**config.mk**
```make
export PLATFORM = sky130hd
export DESIGN_NAME = instr_fetch_flat
export DESIGN_NICKNAME = d
export VERILOG_FILES = /design/src/rtl/cpu_pkg.sv /design/src/rtl/instr_fetch_if.sv /design/src/rtl/pc_unit.sv /design/src/rtl/instr_fetch.sv /design/src/flat_wrapper.sv
export SDC_FILE = /design/constraint.sdc
export NUM_CORES = 1
export LEC_CHECK = 0
export ABC_AREA = 1
export ABC_CLOCK_PERIOD_IN_PS = 2000
export CORE_MARGIN = 2
export CORE_UTILIZATION = 43
export DETAILED_ROUTE_END_ITERATION = 8
export PLACE_DENSITY = 0.79
export SLEW_MARGIN = 10
export SYNTH_ARGS = -nofsm -noshare
export SYNTH_HDL_FRONTEND = slang
export SYNTH_SLANG_ARGS = --single-unit
```
**constraint.sdc**
```tcl
create_clock -name CLK -period 2 [get_ports CLK]
set_input_delay 0.2 -clock CLK [delete_from_list [all_inputs] [get_ports CLK]]
set_output_delay 0.2 -clock CLK [all_outputs]
set_load 0.005 [all_outputs]
```
**src/rtl/cpu_pkg.sv**
```systemverilog
// Shared CPU definitions: fetch FSM encoding, instruction field layout,
// opcode/funct constants and the PC next-value select codes used between
// instr_fetch and pc_unit.
package cpu_pkg;

  typedef enum logic [1:0] {
    IDLE   = 2'd0,
    RUN    = 2'd1,
    HALTED = 2'd2
  } fetch_state_t;

  localparam int INSTR_W = 9;

  // Instruction fields: [8:6] opcode, [5:3] funct, [2:0] operand
  localparam int OPC_MSB = 8;
  localparam int OPC_LSB = 6;
  localparam int FN_MSB  = 5;
  localparam int FN_LSB  = 3;

  localparam logic [2:0] OP_LI   = 3'b000;
  localparam logic [2:0] OP_GRP1 = 3'b001;
  localparam logic [2:0] OP_GRP2 = 3'b010;
  localparam logic [2:0] OP_ADD  = 3'b011;
  localparam logic [2:0] OP_SUB  = 3'b100;
  localparam logic [2:0] OP_AND  = 3'b101;
  localparam logic [2:0] OP_OR   = 3'b110;
  localparam logic [2:0] OP_SLT  = 3'b111;

  localparam logic [2:0] FN_HALT = 3'b101;
  localparam logic [2:0] FN_BR   = 3'b000;
  localparam logic [2:0] FN_BEZ  = 3'b001;

  // Next-PC select
  localparam logic [1:0] PC_HOLD  = 2'd0;
  localparam logic [1:0] PC_INC   = 2'd1;
  localparam logic [1:0] PC_TGT   = 2'd2;
  localparam logic [1:0] PC_START = 2'd3;

endpackage

```
**src/rtl/instr_fetch_if.sv**
```systemverilog
// Fetch-unit bus: host start/done, ROM address/data, decoded instruction
// fields and the decoder feedback (branch/halt) consumed by fetch.
//   master : instr_fetch side
//   slave  : host / ROM / decoder side
interface instr_fetch_if #(
  parameter int PC_W  = 10,
  parameter int CNT_W = 16
);
  logic                        Start;
  logic [PC_W-1:0]             StartAddr;
  logic [PC_W-1:0]             InstAddr;
  logic [cpu_pkg::INSTR_W-1:0] InstData;
  logic [cpu_pkg::INSTR_W-1:0] Instruction;
  logic [2:0]                  Opcode;
  logic [2:0]                  Funct;
  logic [2:0]                  Operand;
  logic                        InstValid;
  logic                        Branch;
  logic                        BranchCond;
  logic                        Halt;
  logic                        Zero;
  logic [PC_W-1:0]             BranchTarget;
  logic                        Done;
  logic [CNT_W-1:0]            CycleCount;

  modport master (
    input  Start, StartAddr, InstData, Branch, BranchCond, Halt, Zero, BranchTarget,
    output InstAddr, Instruction, Opcode, Funct, Operand, InstValid, Done, CycleCount
  );

  modport slave (
    output Start, StartAddr, InstData, Branch, BranchCond, Halt, Zero, BranchTarget,
    input  InstAddr, Instruction, Opcode, Funct, Operand, InstValid, Done, CycleCount
  );
endinterface

```
**src/rtl/pc_unit.sv**
```systemverilog
// Program counter register and next-PC mux.
//   i_clk, i_rst_n : clock, synchronous active-low reset (PC -> 0)
//   i_sel          : PC_HOLD / PC_INC / PC_TGT / PC_START
//   i_start_addr   : load value for PC_START
//   i_target       : load value for PC_TGT
//   o_pc           : current PC (drives the ROM address directly)
module pc_unit
  import cpu_pkg::*;
#(
  parameter int PC_W = 10
) (
  input  logic            i_clk,
  input  logic            i_rst_n,
  input  logic [1:0]      i_sel,
  input  logic [PC_W-1:0] i_start_addr,
  input  logic [PC_W-1:0] i_target,
  output logic [PC_W-1:0] o_pc
);

  logic [PC_W-1:0] r_pc;
  logic [PC_W-1:0] w_pc_nxt;

  always_comb begin
    w_pc_nxt = r_pc;
    case (i_sel)
      PC_INC:   w_pc_nxt = r_pc + PC_W'(1);  // wraps naturally at all-ones
      PC_TGT:   w_pc_nxt = i_target;
      PC_START: w_pc_nxt = i_start_addr;
      default:  w_pc_nxt = r_pc;
    endcase
  end

  always_ff @(posedge i_clk) begin
    if (!i_rst_n) r_pc <= '0;
    else          r_pc <= w_pc_nxt;
  end

  assign o_pc = r_pc;

endmodule

```
**src/rtl/instr_fetch.sv**
```systemverilog
// Instruction fetch unit: owns the PC (via pc_unit), issues ROM addresses,
// presents the fetched instruction and its fields with a valid flag, and
// redirects/stops fetch on decoder Branch/Halt. Start/Done host handshake
// plus a saturating RUN-cycle counter.
//   CLK, Reset_n : clock, synchronous active-low reset
//   fif          : instr_fetch_if master modport (host, ROM, decoder signals)
module instr_fetch
  import cpu_pkg::*;
#(
  parameter int PC_W  = 10,
  parameter int CNT_W = 16
) (
  input logic           CLK,
  input logic           Reset_n,
  instr_fetch_if.master fif
);

  localparam logic [1:0] ST_IDLE   = IDLE;
  localparam logic [1:0] ST_RUN    = RUN;
  localparam logic [1:0] ST_HALTED = HALTED;

  logic [1:0]       r_state;
  logic             r_pend;   // address issued last cycle and not squashed
  logic [CNT_W-1:0] r_cnt;

  logic             w_vld;
  logic             w_halt;
  logic             w_take;
  logic             w_start;
  logic [1:0]       w_sel;
  logic [PC_W-1:0]  w_pc;

  assign w_vld   = r_pend && (r_state == ST_RUN);
  // Decoder inputs only matter for a real instruction; halt wins over branch.
  assign w_halt  = w_vld && fif.Halt;
  assign w_take  = w_vld && !fif.Halt && fif.Branch && (!fif.BranchCond || fif.Zero);
  assign w_start = fif.Start && (r_state == ST_IDLE || r_state == ST_HALTED);

  always_comb begin
    w_sel = PC_HOLD;
    if (w_start)                 w_sel = PC_START;
    else if (r_state == ST_RUN) begin
      if (w_halt)                w_sel = PC_HOLD;
      else if (w_take)           w_sel = PC_TGT;
      else                       w_sel = PC_INC;
    end
  end

  pc_unit #(.PC_W(PC_W)) u_pc (
    .i_clk        (CLK),
    .i_rst_n      (Reset_n),
    .i_sel        (w_sel),
    .i_start_addr (fif.StartAddr),
    .i_target     (fif.BranchTarget),
    .o_pc         (w_pc)
  );

  always_ff @(posedge CLK) begin
    if (!Reset_n) begin
      r_state <= ST_IDLE;
      r_pend  <= 1'b0;
      r_cnt   <= '0;
    end else begin
      case (r_state)
        ST_IDLE, ST_HALTED: begin
          if (w_start) begin
            r_state <= ST_RUN;
            r_pend  <= 1'b0;
            r_cnt   <= '0;
          end
        end
        ST_RUN: begin
          if (r_cnt != {CNT_W{1'b1}}) r_cnt <= r_cnt + CNT_W'(1);
          if (w_halt) begin
            r_state <= ST_HALTED;
            r_pend  <= 1'b0;
          end else begin
            // A taken branch squashes the sequential fetch issued this cycle.
            r_pend  <= !w_take;
          end
        end
        default: begin
          r_state <= ST_IDLE;
          r_pend  <= 1'b0;
        end
      endcase
    end
  end

  assign fif.InstAddr    = w_pc;
  assign fif.Instruction = fif.InstData;
  assign fif.Opcode      = fif.InstData[OPC_MSB:OPC_LSB];
  assign fif.Funct       = fif.InstData[FN_MSB:FN_LSB];
  assign fif.Operand     = fif.InstData[2:0];
  assign fif.InstValid   = w_vld;
  assign fif.Done        = (r_state == ST_HALTED);
  assign fif.CycleCount  = r_cnt;

endmodule

```
**src/flat_wrapper.sv**
```systemverilog
// flat-port wrapper written by rule: the top's interface ports become plain ports
module instr_fetch_flat import cpu_pkg::*;
#(
  parameter int PC_W  = 10,
  parameter int CNT_W = 16
)
  (CLK, Reset_n, fif_Start, fif_StartAddr, fif_InstData, fif_Branch, fif_BranchCond, fif_Halt, fif_Zero, fif_BranchTarget, fif_InstAddr, fif_Instruction, fif_Opcode, fif_Funct, fif_Operand, fif_InstValid, fif_Done, fif_CycleCount);
  instr_fetch_if #(.PC_W(PC_W), .CNT_W(CNT_W)) fif_i ();
  input logic CLK;
  input logic Reset_n;
  input wire logic [$bits(fif_i.Start)-1:0] fif_Start;
  input wire logic [$bits(fif_i.StartAddr)-1:0] fif_StartAddr;
  input wire logic [$bits(fif_i.InstData)-1:0] fif_InstData;
  input wire logic [$bits(fif_i.Branch)-1:0] fif_Branch;
  input wire logic [$bits(fif_i.BranchCond)-1:0] fif_BranchCond;
  input wire logic [$bits(fif_i.Halt)-1:0] fif_Halt;
  input wire logic [$bits(fif_i.Zero)-1:0] fif_Zero;
  input wire logic [$bits(fif_i.BranchTarget)-1:0] fif_BranchTarget;
  output wire logic [$bits(fif_i.InstAddr)-1:0] fif_InstAddr;
  output wire logic [$bits(fif_i.Instruction)-1:0] fif_Instruction;
  output wire logic [$bits(fif_i.Opcode)-1:0] fif_Opcode;
  output wire logic [$bits(fif_i.Funct)-1:0] fif_Funct;
  output wire logic [$bits(fif_i.Operand)-1:0] fif_Operand;
  output wire logic [$bits(fif_i.InstValid)-1:0] fif_InstValid;
  output wire logic [$bits(fif_i.Done)-1:0] fif_Done;
  output wire logic [$bits(fif_i.CycleCount)-1:0] fif_CycleCount;
  assign fif_i.Start = fif_Start;
  assign fif_i.StartAddr = fif_StartAddr;
  assign fif_i.InstData = fif_InstData;
  assign fif_i.Branch = fif_Branch;
  assign fif_i.BranchCond = fif_BranchCond;
  assign fif_i.Halt = fif_Halt;
  assign fif_i.Zero = fif_Zero;
  assign fif_i.BranchTarget = fif_BranchTarget;
  assign fif_InstAddr = fif_i.InstAddr;
  assign fif_Instruction = fif_i.Instruction;
  assign fif_Opcode = fif_i.Opcode;
  assign fif_Funct = fif_i.Funct;
  assign fif_Operand = fif_i.Operand;
  assign fif_InstValid = fif_i.InstValid;
  assign fif_Done = fif_i.Done;
  assign fif_CycleCount = fif_i.CycleCount;
  instr_fetch #(.PC_W(PC_W), .CNT_W(CNT_W)) u_core (.CLK(CLK), .Reset_n(Reset_n), .fif(fif_i));
endmodule
```
==> results of run 1 <==
[metrics by stage]
stage | power [W] | instance area [sq um]
floorplan | 0.000813 | 1990
global placement | 0.000914 | 2490
detailed placement | 0.000919 | 2490
CTS | 0.00141 | 2570
global route | 0.00146 | 2570
finish | 0.00140 | 2570
[path summary, 6_finish.rpt]
check / to / cells after the start
setup / recovery: fif_InstValid / 5
hold reg to reg: u_core.r_state[1]$_SDFFE_PN0P_ / 2
hold / removal: fif_Funct[0] / 0
setup reg to reg: u_core.fif.CycleCount[9]$_SDFFE_PN0P_ / 10
[placed cells by master (no fill, tap or decap), types with 7 or more instances in the layout]
cell type	instances
nand2_1	101
clkdlybuf4s50_1	54
nor2_1	42
dfxtp_1	29
inv_1	27
a21oi_1	26
nand3_1	19
o21ai_0	12
buf_4	9
nand4_1	7
[sequential cells by signal (all words and copies together), names as in the netlist]
name,flops
u_core.r_state,2
u_core.r_pend,1
u_core.fif.CycleCount,16
u_core.u_pc.o_pc,10
[worst max-delay path, delay by kind of cell, from the launching register on]
kind / cells / cell delay [ps]
buffers and inverters: 3 / 740
flip-flops: 1 / 400
AND/OR/NAND/NOR: 2 / 250
[power groups by stage]
stage,Combinational (W),Clock (W),Sequential [W]
after global placement,0.000272,0,0.000641
final,0.000276,0.000494,0.000630
after floorplan,0.000174,0,0.000639
after CTS,0.000278,0.000505,0.000630
after global routing,0.000309,0.000520,0.000633
after detailed placement,0.000276,0,0.000642
[final cells by class]
class,instances,area [sq um],area share (%)
inverters,33,125,4.86
clock buffers,7,86.3,3.35
well taps,52,65.1,2.53
multi-input cells,239,1110,43.1
flip-flops and latches,29,581,22.6
repair buffers,63,608,23.6
[cell families after synthesis]
logic type / after synthesis / synth area share (%)
compound gates: 50 / 13.7
xor+xnor: 3 / 1.32
fa+ha+maj: 2 / 1.26
buf+inv: 57 / 15.0
flops: 29 / 29.2
simple gates: 184 / 39.5
[per-layer routing]
layer  global-route usage [%]  share of wire, %
met2                     35.2                47
met5                        0                 0
met4                     8.60               1.6
met1                     25.2                45
met3                     4.72               6.4
==> flow_summary.yaml, run 1 <==
synthesis:
  synthTopCellsByArea: "dfxtp_1 (29%), nand2_1 (19%), nor2_1 (7.9%)"
  post_synth.cell_area_avg_sq_um: 6.11
  synthFlopType: "dfxtp_1"
  yosysTopAreaCell: "dfxtp_1"
  synth.top_cell.area_share_pct: 29.2
  synth.most_common_cell: "nand2_1"
  ys_async_sr_fraction_pct: 0
  netlist-cell-type-count: 29
  synth_seq_cells: 29
  synth_commonest_cells: "nand2_1 (101), nor2_1 (42), dfxtp_1 (29), inv_1 (27), a21oi_1 (26)"
  syn_nets: 363
  synth_edf_count: 0
  yosysSeqAreaShare_pct: 29.2
  yosys_warnings: 0
  synth_area_sq_um: 1990
  synthCells: 325
worst_setup_path:
  crit_path_frequent_cell: "nand2_2"
  required_ps: 1800
  startpoint: "u_core.r_state[0]$_SDFFE_PN0P_"
  worstSetupStartpointType: "flop"
  r2r-start: "u_core.fif.CycleCount[1]$_SDFFE_PN0P_"
  worstPathMaxFanout: 10
  r2r_setup_slack_ps: 180
  cp_cell_sequence: "nand2_2, clkinv_2, nand2_2, inv_1, clkdlybuf4s50_1"
  critPathKind: "flop to output port"
  slowest_stage: "clkdlybuf4s50_1"
  worstSetupEndpointType: "output port"
  cpPeakStageDelay_ps: 490
  crit_arrival_ps: 1680
timing:
  slew_violations: 0
  post-route-period-util_pct: 93.8
  relSlewSlack_pct: 66.7
  rsz0062_at_grt: "no"
  tightest_slew_ps: 495
  skew_ps: 8.44
  finalSetupViolations: 0
  whs_ps: 400
  hold_violations: 0
  tns_ps: 0
  period_needed_ps: 1880
  max_freq_mhz: 533
  worst_slack_ps: 124
routing:
  drt_pre_antenna_iters: 4
  route.detailed.drc: 0
  ant_nets: 0
  dr.first_iter.drc_count: 116
  routed-via-count: 2154
  wl_per_cell_microns: 12.0
  wl_microns: 5100
  via_per_inst: 5.09
power_and_ir_drop:
  sequentialPowerShare_pct: 45.0
  powerDensity_nw_per_um2: 544
  p_sw_w: 0.000391
  switching_share_pct: 27.9
  leakagePower_nw: 1.03
  ir_worst_vdd_uv: 358
  p_clk_share_pct: 35.3
  combinationalPowerShare_pct: 19.7
  intPower_w: 0.00101
worst_hold_path:
  hold_start: "fif_InstData[3]"
  hp-class: "input pin to output port"
global_route:
  grt_max_degree: 19
  grt.total_usage_pct: 20.7
  overflow: 0
  antenna_found_initial: 0
  grt_pass1_vias: 2054
  grt_pass1_wl_microns: 8640
floorplan:
  dieArea_sq_um: 5180
  rows: 24
  start_util_pct: 45.0
  fp.dieH_microns: 72.0
  die_width_microns: 72.0
  ios: 82
  core-area_sq_um: 4410
clocking:
  cts_max_level: 2
  cts_buffers: 5
  cts_setup_buffers: 0
  cts_resized: 0
  cts_root_buf: "clkbuf_8"
  clk_pin_slew_ps: 60
  clock_latency_ps: 290
  cts.hold.buffers_added: 0
  cts_tree: "yes"
  cts_num_sinks: 29
  clk_path_buf_depth: 2
finish:
  instances_no_fill: 423
  final_nets: 409
  drive_gt1_share_pct: 9.43
  fillers: 421
  syn_to_final_growth_pct: 29.5
  final_util_pct: 58.3
  diodes: 0
placement:
  dpl.cell_count: 416
  gp_congestion: 0.919
  dp_hpwl_microns: 3820
  io_buffers: 54
  pre_cts_ws_ps: 186
flow_run:
  maxCapViolCount: 0
run_status:
  status: "completed"
Note: power is estimated with default switching activity, not from simulation.
==> run 2: changes to the inputs <==
Settings changed: SKIP_CTS_REPAIR_TIMING from default to 1.
==> results of run 2 <==
Same layout as run 1: the final DEF is identical, and so are final timing and power.
==> run 3: changes to the inputs <==
Settings changed: SKIP_LAST_GASP from default to 1, SLEW_MARGIN 10 to default.
==> results of run 3 <==
Same layout as run 1: the final DEF is identical, and so are final timing and power.
